File: config.mk
export PLATFORM = sky130hd
export DESIGN_NAME = shift_memory_param
export DESIGN_NICKNAME = d
export VERILOG_FILES = /design/src/rtl/shmem_pkg.sv /design/src/rtl/shmem_window_sum.sv /design/src/rtl/shift_memory_param.sv
export SDC_FILE = /design/constraint.sdc
export NUM_CORES = 1
export LEC_CHECK = 0
export ABC_AREA = 1
export CAP_MARGIN = 10
export CELL_PAD_IN_SITES_DETAIL_PLACEMENT = 0
export CELL_PAD_IN_SITES_GLOBAL_PLACEMENT = 2
export CORE_UTILIZATION = 39
export DETAILED_ROUTE_END_ITERATION = 12
export PLACE_DENSITY = 0.95
export SLEW_MARGIN = 20
export SYNTH_ARGS = -nofsm -noshare
export SYNTH_HDL_FRONTEND = slang
export SYNTH_SLANG_ARGS = --single-unit
export TNS_END_PERCENT = 20
File: constraint.sdc
create_clock -name clk -period 46.2 [get_ports clk]
set_clock_uncertainty 0.15 [all_clocks]
set_input_delay 13.86 -clock clk [delete_from_list [all_inputs] [get_ports clk]]
set_output_delay 13.86 -clock clk [all_outputs]
set_load 0.03 [all_outputs]
File: src/rtl/shmem_pkg.sv
// Shared constants and width helpers for the tapped shift memory.
// Latency: n/a (package only).
// Backpressure: n/a (package only).
package shmem_pkg;

    // Word width of the original fixed store.
    localparam int SHMEM_DEFAULT_WIDTH = 64;

    // Read-address width for a store of 'depth' stages.
    function automatic int shmem_aw(input int depth);
        return $clog2(depth);
    endfunction

    // Counter width able to hold 0..depth inclusive.
    function automatic int shmem_cw(input int depth);
        return $clog2(depth) + 1;
    endfunction

endpackage

File: src/rtl/shmem_window_sum.sv
// Running unsigned sum of the valid stages of the shift memory.
// Latency: sum reflects a shift on the clock edge that performs it.
// Backpressure: none; updates on every enable, holds otherwise.
//
// Ports:
//   clk, reset  rising-edge clock, synchronous active-high reset
//   enable      shift strobe of the parent store
//   add         word entering stage 0
//   drop        word leaving the last stage (already zeroed if that stage was invalid)
//   sum         running sum, SW bits wide
module shmem_window_sum
    import shmem_pkg::*;
#(
    parameter int WIDTH = SHMEM_DEFAULT_WIDTH,
    parameter int SW    = WIDTH + 4
) (
    input  logic             clk,
    input  logic             reset,
    input  logic             enable,
    input  logic [WIDTH-1:0] add,
    input  logic [WIDTH-1:0] drop,
    output logic [SW-1:0]    sum
);

    // SW is sized so the sum of DEPTH full-scale words never wraps, so the
    // subtraction below can never underflow either.
    always_ff @(posedge clk) begin
        if (reset) begin
            sum <= '0;
        end else if (enable) begin
            sum <= sum + SW'(add) - SW'(drop);
        end
    end

endmodule

File: src/rtl/shift_memory_param.sv
// Parametrised tapped shift memory: last DEPTH words, per-stage valid, registered tap read.
// Latency: tap read 1 cycle (read-before-shift); fill_count/full/oldest follow the stored state.
// Backpressure: none; enable shifts unconditionally, the oldest word drops when full.
//
// Optional feature: define SHMEM_SUM_EN to add the window_sum port and accumulator.
// Ports:
//   clk, reset   rising-edge clock, synchronous active-high reset
//   enable       shift strobe; inmem enters stage 0
//   inmem        input word
//   rd_addr      tap select, 0 = newest, DEPTH-1 = oldest
//   outmem       registered tap data (0 when rd_addr >= DEPTH)
//   out_valid    registered valid bit of the selected stage
//   oldest       combinational view of the last stage (meaningful when full)
//   fill_count   number of valid stages, 0..DEPTH
//   full         fill_count == DEPTH
//   window_sum   sum of the valid stages (SHMEM_SUM_EN only)
module shift_memory_param
    import shmem_pkg::*;
#(
    parameter int WIDTH = SHMEM_DEFAULT_WIDTH,
    parameter int DEPTH = 8,
    parameter int AW    = shmem_aw(DEPTH)
) (
    input  logic              clk,
    input  logic              reset,
    input  logic              enable,
    input  logic [WIDTH-1:0]  inmem,
    input  logic [AW-1:0]     rd_addr,
    output logic [WIDTH-1:0]  outmem,
    output logic              out_valid,
    output logic [WIDTH-1:0]  oldest,
    output logic [AW:0]       fill_count,
    output logic              full
`ifdef SHMEM_SUM_EN
    ,
    output logic [WIDTH+AW:0] window_sum
`endif
);

    localparam logic [AW:0] DEPTH_C = (AW + 1)'(DEPTH);

    logic [WIDTH-1:0] stage [DEPTH];
    logic [DEPTH-1:0] valid;
    logic             addr_ok;

    // With a power-of-two depth every address is in range; otherwise the
    // upper addresses must read as empty.
    if (DEPTH == (1 << AW)) begin : g_addr_pow2
        assign addr_ok = 1'b1;
    end else begin : g_addr_npow2
        assign addr_ok = ({1'b0, rd_addr} < DEPTH_C);
    end

    assign full   = (fill_count == DEPTH_C);
    assign oldest = stage[DEPTH-1];

    // The read uses the pre-edge contents, so a tap sampled on the same edge
    // as a shift returns the word that was there before the shift.
    always_ff @(posedge clk) begin
        if (reset) begin
            for (int i = 0; i < DEPTH; i++) begin
                stage[i] <= '0;
            end
            valid      <= '0;
            fill_count <= '0;
            outmem     <= '0;
            out_valid  <= 1'b0;
        end else begin
            if (enable) begin
                stage[0] <= inmem;
                for (int i = 1; i < DEPTH; i++) begin
                    stage[i] <= stage[i-1];
                end
                valid <= {valid[DEPTH-2:0], 1'b1};
                if (!full) begin
                    fill_count <= fill_count + (AW + 1)'(1);
                end
            end
            if (addr_ok) begin
                outmem    <= stage[rd_addr];
                out_valid <= valid[rd_addr];
            end else begin
                outmem    <= '0;
                out_valid <= 1'b0;
            end
        end
    end

`ifdef SHMEM_SUM_EN
    // Only a valid last stage contributes to the sum, so only it is subtracted.
    logic [WIDTH-1:0] sum_drop;
    assign sum_drop = valid[DEPTH-1] ? stage[DEPTH-1] : '0;

    shmem_window_sum #(
        .WIDTH (WIDTH),
        .SW    (WIDTH + AW + 1)
    ) u_window_sum (
        .clk    (clk),
        .reset  (reset),
        .enable (enable),
        .add    (inmem),
        .drop   (sum_drop),
        .sum    (window_sum)
    );
`endif

endmodule

==> results_dict.tcl <==
set metrics [dict create \
    crit_type "primary input to flop" \
    hold_buffers 0 \
    worst_pin_slew_ns 1.13 \
    clock_sinks 589 \
    htree_num_levels 3 \
    synth_edf_count 512 \
    dr.pass1.iters 5 \
    fin_tns_setup_ns 0 \
    reg2reg_slack_ns 44.70 \
    yosysTopAreaCell "edfxtp_1" \
    start_util_pct 39.5 \
    synthSimpleGateAreaFrac_pct 24.6 \
    arrival_ns 17.30 \
    postRouteAntennaNets 0 \
    async_flop_share_pct 0 \
    cts_inserted_buffers 66 \
    reg2reg_to "fill_count[0]" \
    fmax_ghz 0.0579 \
    worstSetupStartpoint "enable" \
    io_pins 204 \
    cp-start-kind "primary input" \
    finalHoldViolCount 0 \
    endpoint_kind "flop" \
    yosysWarnings 0 \
    root_buffer "clkbuf_16" \
    vias 18500 \
    endpoint "stage[2][2]" \
    path_buf_inv 4 \
    rsz0062_at_grt "no" \
    drive_gt1_share_pct 3.57 \
    finalNonFillerCells 4041 \
    drv_slew 0 \
    cp.depth 5 \
    wirelength_um 59200 \
    peakVddDrop_mv 0.0188 \
    core.rowCount 95 \
    drv_cap 0 \
    critPathSlowestCell "buf_4" \
    yosys_register_bits 589 \
    crit_chain "clkdlybuf4s50_1 > inv_1 > nand2_4 > buf_12 > buf_4" \
    ys.flop_type "edfxtp_1" \
    required_ns 46.25 \
    clk_pin_slew_ns 0.05 \
    globalplace.congestion 0.760 \
    cts_buffer_depth 3 \
    yosysSeqAreaShare_pct 63.6 \
    setup-violations-final 0 \
    synth_top_area_share_pct 57.8 \
    diodes 0 \
    synth_area_mm2 0.0266 \
    postSynthCellCount 2993 \
    insertion_delay_ns 0.58 \
    nNetsFinal 3189 \
    period_needed_ns 17.26 \
    dp_hpwl_um 32000 \
    r2r-start "fill_count[0]" \
    synth-compound-area-share_pct 0.282 \
    path_delay_family "buffers and inverters" \
    cts_setup_buffers 0 \
    drt_iter0_drc 1446 \
    grt_pass1_wl_um 95200 \
    io_buffers 203 \
    grt_usage_pct 17.1 \
    dp.cells 3922 \
    synth_cell_types 19 \
    die_w_um 263 \
    post-route-drc-count 0 \
    grt_pass1_vias 17900 \
    vias_per_cell 4.57 \
    synth_most_common_cell "nand2_1" \
    dieHeight_um 263 \
    p_leak_nw 13.9 \
    cts_resized 0 \
    wl_per_cell_um 14.7 \
    hp-class "flop to flop" \
    whs_path_depth 2 \
    grt_overflow_total 0 \
    fillers 6448 \
    path_max_fanout 181 \
    antenna_found_initial 0 \
    status "finished, final reports clean" \
    max_slew_margin_pct 24.6 \
    synth_fa_ha_area_share_pct 0.0941 \
    syn_area_per_cell_um2 8.88 \
    core_region_area_mm2 0.0673 \
    synthXorXnorAreaFrac_pct 0 \
    reg2reg_depth 8 \
    finalCritPeriodShare_pct 37.4 \
    cts_tree "done" \
    ys_top_cells_by_area "edfxtp_1, nand2_1, nor2_1, inv_1, nand3_1" \
    synth_mux_area_share_pct 0 \
    grt_max_degree 188 \
    synthesis.nets 3065 \
    powerDensity_mw_per_mm2 40.7 \
    area_growth_pct 17.1 \
    dieArea_mm2 0.0692 \
    synth_top_family_by_area "simple AND/OR/NAND/NOR gates" \
    critPathMaxStageDelay_ns 0.91 \
    synth.cells.most_frequent "nand2_1, nor2_1, inv_1, edfxtp_1, nand3_1" \
]
[cell usage in the layout, fill, tap and decap left out, types with 2 or more instances in the layout]
cell,count
ha_1,2
clkbuf_8,9
o22ai_1,7
nand2_4,2
clkinv_1,4
clkinv_2,8
clkdlybuf4s50_1,199
inv_1,592
o21ai_0,4
nor2_1,647
buf_12,2
clkbuf_1,28
nand2_1,654
nand3_1,326
edfxtp_1,512
clkbuf_16,71
dfxtp_1,77
buf_4,18
[cell families (layout without fill, tap and decap cells)]
| kind of cell | after synthesis | in the layout |
|---|---|---|
| AO/OA/AOI/OAI | 13 | 13 |
| AND/OR/NAND/NOR | 1630 | 1630 |
| adder cells (fa/ha/maj) | 2 | 2 |
| flip-flops | 589 | 589 |
| buffers and inverters | 759 | 934 |
[metal layers]
layer,share of wire (%),up-vias,GRT usage (%)
met4,2.2,0,5.82
met5,0,-,0
met2,47,366,27.9
met3,4.6,72,2.79
met1,46,8619,23.0
li1,-,9423,-
[registers in the layout (all words and copies together) (netlist names)]
signal / cells
fill_count: 4
outmem: 64
out_valid: 1
valid: 8
stage: 512
[layout make-up]
| cell class | instances | area [µm²] | share of cell area [%] |
|---|---|---|---|
| clock inverters | 12 | 58.8 | 0.189 |
| clock buffers | 107 | 1990 | 6.40 |
| inverters | 595 | 2240 | 7.21 |
| well taps | 873 | 1090 | 3.51 |
| repair buffers | 220 | 2180 | 7.01 |
| multi-input cells | 1645 | 6640 | 21.3 |
| flip-flops and latches | 589 | 16900 | 54.3 |
[worst reg2reg max path: stages, from the launching register on]
cell	delay, ns
dfxtp_1	0.40
inv_1	0.08
ha_1	0.20
nand2_1	0.09
inv_1	0.04
nand2_1	0.07
nand2_1	0.08
o21ai_0	0.21
nor2_1	0.06
[stage by stage]
stage	setup WS (ns)	utilization [%]	total power, W	cell area (µm²)	hold slack, ns
after floorplan	19.83	-	0.000742	26600	0.297
after CTS	28.99	46.3	0.00129	31100	0.328
after detailed placement	28.36	43.2	0.000781	29100	0.316
after global placement	28.43	43.2	0.000778	29100	0.309
final	28.94	46.3	0.00127	31100	0.328
after global routing	28.75	46.3	0.00132	31100	0.358
[worst min-delay path by stage]
stage                     startpoint  endpoint
final                       valid[7]  valid[7]
after global routing        valid[7]  valid[7]
after CTS                   valid[7]  valid[7]
after detailed placement    valid[7]  valid[7]
after global placement      valid[7]  valid[7]
after floorplan             valid[7]  valid[7]
[where the power goes]
part / switching [W] / internal [W]
logic: 0.0000951 / 0.0000458
registers: 0.0000114 / 0.000616
clock network: 0.000205 / 0.000295
total: 0.000311 / 0.000957
Note: power is estimated with default switching activity, not from simulation.
